<file path="config.mk">
export PLATFORM = sky130hd
export DESIGN_NAME = l_pipe_word_bridge
export DESIGN_NICKNAME = d
export VERILOG_FILES = /design/src/rtl/pipe_word_pkg.sv /design/src/rtl/l_pipe_word_bridge_ser.sv /design/src/rtl/l_pipe_word_bridge.sv
export SDC_FILE = /design/constraint.sdc
export NUM_CORES = 1
export LEC_CHECK = 0
export BUFFER_PORTS_ARGS = -buffer_cell sky130_fd_sc_hd__buf_2
export CORE_MARGIN = 2
export CORE_UTILIZATION = 53
export DETAILED_ROUTE_END_ITERATION = 7
export PLACE_DENSITY_LB_ADDON = 0.15
export SLEW_MARGIN = 20
export SYNTH_ARGS = -nofsm -noshare
export SYNTH_HDL_FRONTEND = slang
export SYNTH_HIERARCHICAL = 1
export SYNTH_SLANG_ARGS = --single-unit
</file>
<file path="constraint.sdc">
create_clock -name CLK -period 2.4 [get_ports CLK]
set_input_delay 0.24 -clock CLK [delete_from_list [all_inputs] [get_ports CLK]]
set_output_delay 0.24 -clock CLK [all_outputs]
set_load 0.1 [all_outputs]
</file>
<file path="src/rtl/pipe_word_pkg.sv">
// Shared widths, header/message layouts and FSM states for the portal pipe <-> host word bridge.
package pipe_word_pkg;

    localparam int unsigned HDR_W         = 16;
    localparam int unsigned WORD_W        = 32;
    localparam int unsigned PAYLOAD_WORDS = 4;
    localparam int unsigned PAYLOAD_W     = PAYLOAD_WORDS * WORD_W;
    localparam int unsigned MSG_W         = HDR_W + PAYLOAD_W;
    localparam int unsigned LEN_W         = 8;
    localparam int unsigned MID_W         = 8;
    localparam int unsigned TX_IDX_W      = 3;

    // Header: method id in [15:8], payload length in words in [7:0].
    typedef struct packed {
        logic [MID_W-1:0] mid;
        logic [LEN_W-1:0] len;
    } hdr_t;

    typedef struct packed {
        hdr_t                 hdr;
        logic [PAYLOAD_W-1:0] payload;
    } msg_t;

    typedef enum logic {
        T_IDLE,
        T_SEND
    } tx_state_t;

    typedef enum logic [1:0] {
        R_HDR,
        R_BODY,
        R_DELIVER
    } rx_state_t;

    function automatic logic len_over(input logic [LEN_W-1:0] len);
        return len > LEN_W'(PAYLOAD_WORDS);
    endfunction

    // Index of the last payload word actually sent (length clamped to the buffer).
    function automatic logic [TX_IDX_W-1:0] clamp_len(input logic [LEN_W-1:0] len);
        return len_over(len) ? TX_IDX_W'(PAYLOAD_WORDS) : len[TX_IDX_W-1:0];
    endfunction

endpackage

</file>
<file path="src/rtl/l_pipe_word_bridge_ser.sv">
// Transmit serialiser: buffers one message and emits the header word then min(L,4) payload words.
module l_pipe_word_ser
    import pipe_word_pkg::*;
(
    input  logic              clk,
    input  logic              rst_n,
    input  logic              msg_ena,
    input  msg_t              msg,
    output logic              msg_rdy,
    output logic              word_ena,
    output logic [WORD_W-1:0] word,
    input  logic              word_rdy,
    output logic              err
);

    tx_state_t             state;
    tx_state_t             state_next;
    msg_t                  buf_q;
    logic [TX_IDX_W-1:0]   idx;
    logic [TX_IDX_W-1:0]   last_idx;
    logic                  err_q;
    logic                  msg_xfer;

    assign msg_xfer = msg_ena & (state == T_IDLE);
    assign err      = err_q;

    always_ff @(posedge clk or negedge rst_n) begin
        if (!rst_n) state <= T_IDLE;
        else        state <= state_next;
    end

    always_comb begin
        state_next = state;
        case (state)
            T_IDLE:  if (msg_xfer) state_next = T_SEND;
            T_SEND:  if (word_ena && idx == last_idx) state_next = T_IDLE;
            default: state_next = T_IDLE;
        endcase
    end

    // Word 0 is the zero-extended header; word i is payload word i-1.
    always_comb begin
        msg_rdy  = (state == T_IDLE);
        word_ena = (state == T_SEND) & word_rdy;
        word     = '0;
        if (state == T_SEND) begin
            case (idx)
                3'd0:    word = WORD_W'(buf_q.hdr);
                3'd1:    word = buf_q.payload[0*WORD_W +: WORD_W];
                3'd2:    word = buf_q.payload[1*WORD_W +: WORD_W];
                3'd3:    word = buf_q.payload[2*WORD_W +: WORD_W];
                3'd4:    word = buf_q.payload[3*WORD_W +: WORD_W];
                default: word = '0;
            endcase
        end
    end

    always_ff @(posedge clk or negedge rst_n) begin
        if (!rst_n) begin
            buf_q    <= '0;
            idx      <= '0;
            last_idx <= '0;
            err_q    <= 1'b0;
        end else if (msg_xfer) begin
            buf_q    <= msg;
            idx      <= '0;
            last_idx <= clamp_len(msg.hdr.len);
            if (len_over(msg.hdr.len)) err_q <= 1'b1;
        end else if (word_ena) begin
            idx <= idx + TX_IDX_W'(1);
        end
    end

endmodule

</file>
<file path="src/rtl/l_pipe_word_bridge.sv">
// Host-side pipe bridge: TX serialises indication messages to words, RX assembles words into requests.
module l_pipe_word_bridge
    import pipe_word_pkg::*;
(
    input  logic              CLK,
    input  logic              nRST,
    input  logic              indication_enq__ENA,
    input  logic [MSG_W-1:0]  indication_enq_v,
    output logic              indication_enq__RDY,
    output logic              txword_enq__ENA,
    output logic [WORD_W-1:0] txword_enq_v,
    input  logic              txword_enq__RDY,
    input  logic              rxword_enq__ENA,
    input  logic [WORD_W-1:0] rxword_enq_v,
    output logic              rxword_enq__RDY,
    output logic              request_enq__ENA,
    output logic [MSG_W-1:0]  request_enq_v,
    input  logic              request_enq__RDY,
    output logic              err_tx,
    output logic              err_rx
);

    l_pipe_word_ser u_ser (
        .clk      (CLK),
        .rst_n    (nRST),
        .msg_ena  (indication_enq__ENA),
        .msg      (msg_t'(indication_enq_v)),
        .msg_rdy  (indication_enq__RDY),
        .word_ena (txword_enq__ENA),
        .word     (txword_enq_v),
        .word_rdy (txword_enq__RDY),
        .err      (err_tx)
    );

    rx_state_t            rx_state;
    rx_state_t            rx_state_next;
    hdr_t                 rx_hdr;
    hdr_t                 word_hdr;
    logic [PAYLOAD_W-1:0] rx_payload;
    logic [LEN_W-1:0]     rx_idx;
    logic                 rx_err;
    logic                 rx_xfer;
    logic                 unused_rx_upper;

    // Upper half of the header word carries nothing.
    assign unused_rx_upper = &{1'b0, rxword_enq_v[WORD_W-1:HDR_W]};
    assign word_hdr        = hdr_t'(rxword_enq_v[HDR_W-1:0]);
    assign rx_xfer         = rxword_enq__ENA & (rx_state != R_DELIVER);
    assign request_enq_v   = {rx_hdr, rx_payload};
    assign err_rx          = rx_err;

    always_ff @(posedge CLK or negedge nRST) begin
        if (!nRST) rx_state <= R_HDR;
        else       rx_state <= rx_state_next;
    end

    always_comb begin
        rx_state_next = rx_state;
        case (rx_state)
            R_HDR:     if (rx_xfer) rx_state_next = (word_hdr.len == '0) ? R_DELIVER : R_BODY;
            R_BODY:    if (rx_xfer && rx_idx == rx_hdr.len - LEN_W'(1)) rx_state_next = R_DELIVER;
            R_DELIVER: if (request_enq__ENA) rx_state_next = R_HDR;
            default:   rx_state_next = R_HDR;
        endcase
    end

    always_comb begin
        rxword_enq__RDY  = (rx_state != R_DELIVER);
        request_enq__ENA = (rx_state == R_DELIVER) & request_enq__RDY;
    end

    // Words past the buffer are counted but dropped, so overlong messages stay framed.
    always_ff @(posedge CLK or negedge nRST) begin
        if (!nRST) begin
            rx_hdr     <= '0;
            rx_payload <= '0;
            rx_idx     <= '0;
            rx_err     <= 1'b0;
        end else if (rx_xfer && rx_state == R_HDR) begin
            rx_hdr     <= word_hdr;
            rx_payload <= '0;
            rx_idx     <= '0;
            if (len_over(word_hdr.len)) rx_err <= 1'b1;
        end else if (rx_xfer && rx_state == R_BODY) begin
            if (rx_idx < LEN_W'(PAYLOAD_WORDS))
                rx_payload[32'(rx_idx[1:0]) * WORD_W +: WORD_W] <= rxword_enq_v;
            rx_idx <= rx_idx + LEN_W'(1);
        end
    end

endmodule

</file>
==> results.txt <==
first-pass GRT wire length -> 70,500 um
area leader, netlist -> dfrtp_1
clk sinks -> 307
PortBufs -> 363
initial core utilization -> 54.0%
die area -> 0.0261 sq mm
synthesized area -> 0.0131 sq mm
post-route cell area -> 0.0193 sq mm
share of cells above drive strength 1 -> 31.2%
Startpoint Class -> flop
number of global-route vias before repair -> 13.1k
largest net degree at the start of global routing -> 77
Worst Tran Pin Value -> 0.796 ns
maxcap violations -> 0
number of flops mapped to enable cells by yosys -> 0
Vias -> 12.5k
CP Class -> flop to output port
number of hold violations in the final report -> 0
Worst Path Arrival -> 2.41 ns
Yosys cell types -> 55
# DRC -> 0
top_reg_cell synth -> dfrtp_1
pre-CTS setup slack -> 0.138 ns
dpl cells -> 1,934
HP Start -> indication_enq_v[135]
die width -> 161 um
total gr overflow -> 0
setup TNS -> -6.99 ns
area delta synth->final -> 47.0%
min Tclk post-route -> 2.65 ns
Layout Skew -> 0.0128 ns
RD Place Congestion -> 0.852
Synth warnings -> 6
IO Count -> 364
Die H -> 161 um
Worst path slowest cell -> dfrtp_2
Worst Hold Class -> input pin to flop
drt first pass iters -> 8
ANT nets after route -> 0
Cells after Synth -> 1,282
final worst slack -> -0.250 ns
Iter 0 DRT Violations -> 1,320
sequential area share after synthesis -> 58.5%
Slew HR -> 46.9%
final setup fails -> 32
Rows -> 57
Pins Over Slew Limit -> 0
TritonCTS Buffers -> 34
failing checks -> setup timing
critical path launch point -> u_ser/idx[1]
Worst R2R Start -> rx_idx[5]
clock transition at the registers of the reported paths -> 0.06 ns
HPWL Detailed -> 26,600 um
core box area -> 0.0243 sq mm
H-tree Lvls -> 2
largest cells by area after synthesis -> dfrtp_1 (58%), nand2_1 (14%), a22o_1 (7.1%)
nets -> 2,012
Critical Path RT -> 2.16 ns
Largest stage delay, worst path -> 0.43 ns
Critical Path End Type -> output port
GRT Total Usage -> 34.7%
Root Buffer -> clkbuf_16
drt wl/cell -> 21.3 um
antenna violations before repair -> 6
CTS tree -> yes
Clock Path Buffers -> 3
outcome -> finished, violations left
synthesized area per cell -> 10.2 sq um
Clock Latency Late Sink -> 0.51 ns
share of synthesized flip-flops with an asynchronous set or reset -> 100%
#FFs+latches synth -> 307
Area after DPL -> 0.0163 sq mm
Max Clock Freq -> 377 MHz
Post-Layout Cell Count -> 2,171
Final period util -> 110%
crit-path cells -> buf_6 -> ha_4 -> or3_4 -> a21oi_4 -> buf_12 -> buf_12 -> a211oi_4 -> buf_12
Post-Route WL -> 46,200 um
FILL cells -> 1,384
RSZ-0062 raised after global routing -> true
most frequent cell on the critical path -> buf_12
via/cell ratio -> 5.78
syn nets -> 1,474
share of the synthesized area in the top cell type -> 58.5%
worst-path fanout max -> 8
==> cells in the final DEF, fill, tap and decap left out, types with 5 or more instances in the layout <==
master         netlist  routed
buf_6                6       5
dlygate4sd3_1        0     153
nand2_1            500     500
buf_12               0      48
dfrtp_1            307     304
a22oi_2              2       6
buf_2               53     330
a22oi_1             41      37
a22o_1             106     106
clkbuf_16            0      37
mux2_1               5       5
o21ai_0             35      35
a222oi_1            16      16
xnor2_1              9       9
ha_1                10       5
xor2_1               5       5
buf_4                2      48
clkinv_2             0       6
nor3_1               7       5
nor2b_1              8       5
mux2_2              15      15
clkbuf_1            28       7
clkbuf_8             0       8
or2_1                8       8
inv_1               10       8
nand3_1              8       8
nor2_1              13      12
a211oi_4             0      31
==> synth_stat cells, types with 3 or more instances <==
cell	number
nand4_1	3
a222oi_1	16
a22o_1	106
nand2_1	500
inv_1	10
o21ai_1	4
mux2_2	15
buf_6	6
nor2_1	13
ha_1	10
o21ai_0	35
mux2_1	5
or2_1	8
xor2_1	5
xnor2_1	9
dfrtp_1	307
nand3_1	8
a211oi_2	30
nand2b_1	5
nor2b_1	8
buf_2	53
a22oi_1	41
nor3_1	7
clkbuf_1	28
or2_0	3
a21oi_1	7
==> flip-flops by register name, summed over array words and instances (netlist names) <==
register,count
rx_payload,128
u_ser/state,1
rx_idx,8
err_rx,1
rx_state,2
u_ser/last_idx,3
u_ser/buf_q,144
u_ser/idx,3
u_ser/err,1
request_enq_v,16
==> worst max-delay path, delay by kind of cell (launching register included) <==
kind            cells  cell delay (ns)
fa+ha+maj           1             0.17
compound gates      2             0.22
flops               1             0.43
buf+inv             4             0.69
simple gates        1             0.38
==> path summary, 6_finish.rpt <==
kind	endpoint	slack, ns	depth (start not counted)
max in group asynchronous	rx_payload[49]	1.27	4
min in group asynchronous	u_ser/buf_q[45]	0.27	2
setup reg to reg	rx_payload[2]	0.28	6
hold / removal	u_ser/buf_q[135]	0.006	3
setup / recovery	txword_enq_v[11]	-0.25	8
hold reg to reg	u_ser/err	0.46	1
==> logic make-up after synthesis <==
family | count (synthesis) | synth area share [%]
muxes | 20 | 1.71
and+or+nand+nor | 574 | 17.8
DFF | 307 | 58.5
adders and majority gates | 10 | 0.952
AOI/OAI and AO/OA | 255 | 16.3
xor gates and xnor gates | 14 | 0.933
buffers and inverters | 102 | 3.82
==> what timing repair did <==
| action | CTS | global route |
|---|---|---|
| resized for setup | 22 | 14 |
| pin swaps | 14 | 17 |
| setup endpoints to repair | 32 | 32 |
| hold buffers | 153 | 0 |
| setup buffers | 13 | 5 |
| cloned | 4 | 0 |
| hold endpoints to repair | 224 | 0 |
==> metal layers <==
metal  global-route usage (%)  wire, um
met5                        0        23
met4                     17.8      2650
met3                     8.65      4380
met2                     58.6     22400
met1                     41.3     16700
==> area by class of cell <==
class                      instances  area [sq um]  share of cell area [%]
antenna                            4          10.0                  0.0518
tap                              324           405                    2.10
inverter                          12          48.8                   0.253
timing repair buffer             591          4710                    24.4
clock inverter                     7          41.3                   0.214
clock buffer                      52          1060                    5.50
multi-input combinational        874          5350                    27.7
sequential                       307          7690                    39.8
==> metrics by stage <==
stage                     utilization (%)  hold WS (ns)
after floorplan                         -       -0.0556
after global placement               67.0         0.239
after detailed placement             67.0         0.238
after CTS                            79.0       0.00119
after global routing                 79.4        0.0194
final                                79.4       0.00647
Power is left out: the tool's default activity adds up to more than one toggle a clock period on the data nets, which glitch-free logic cannot reach.
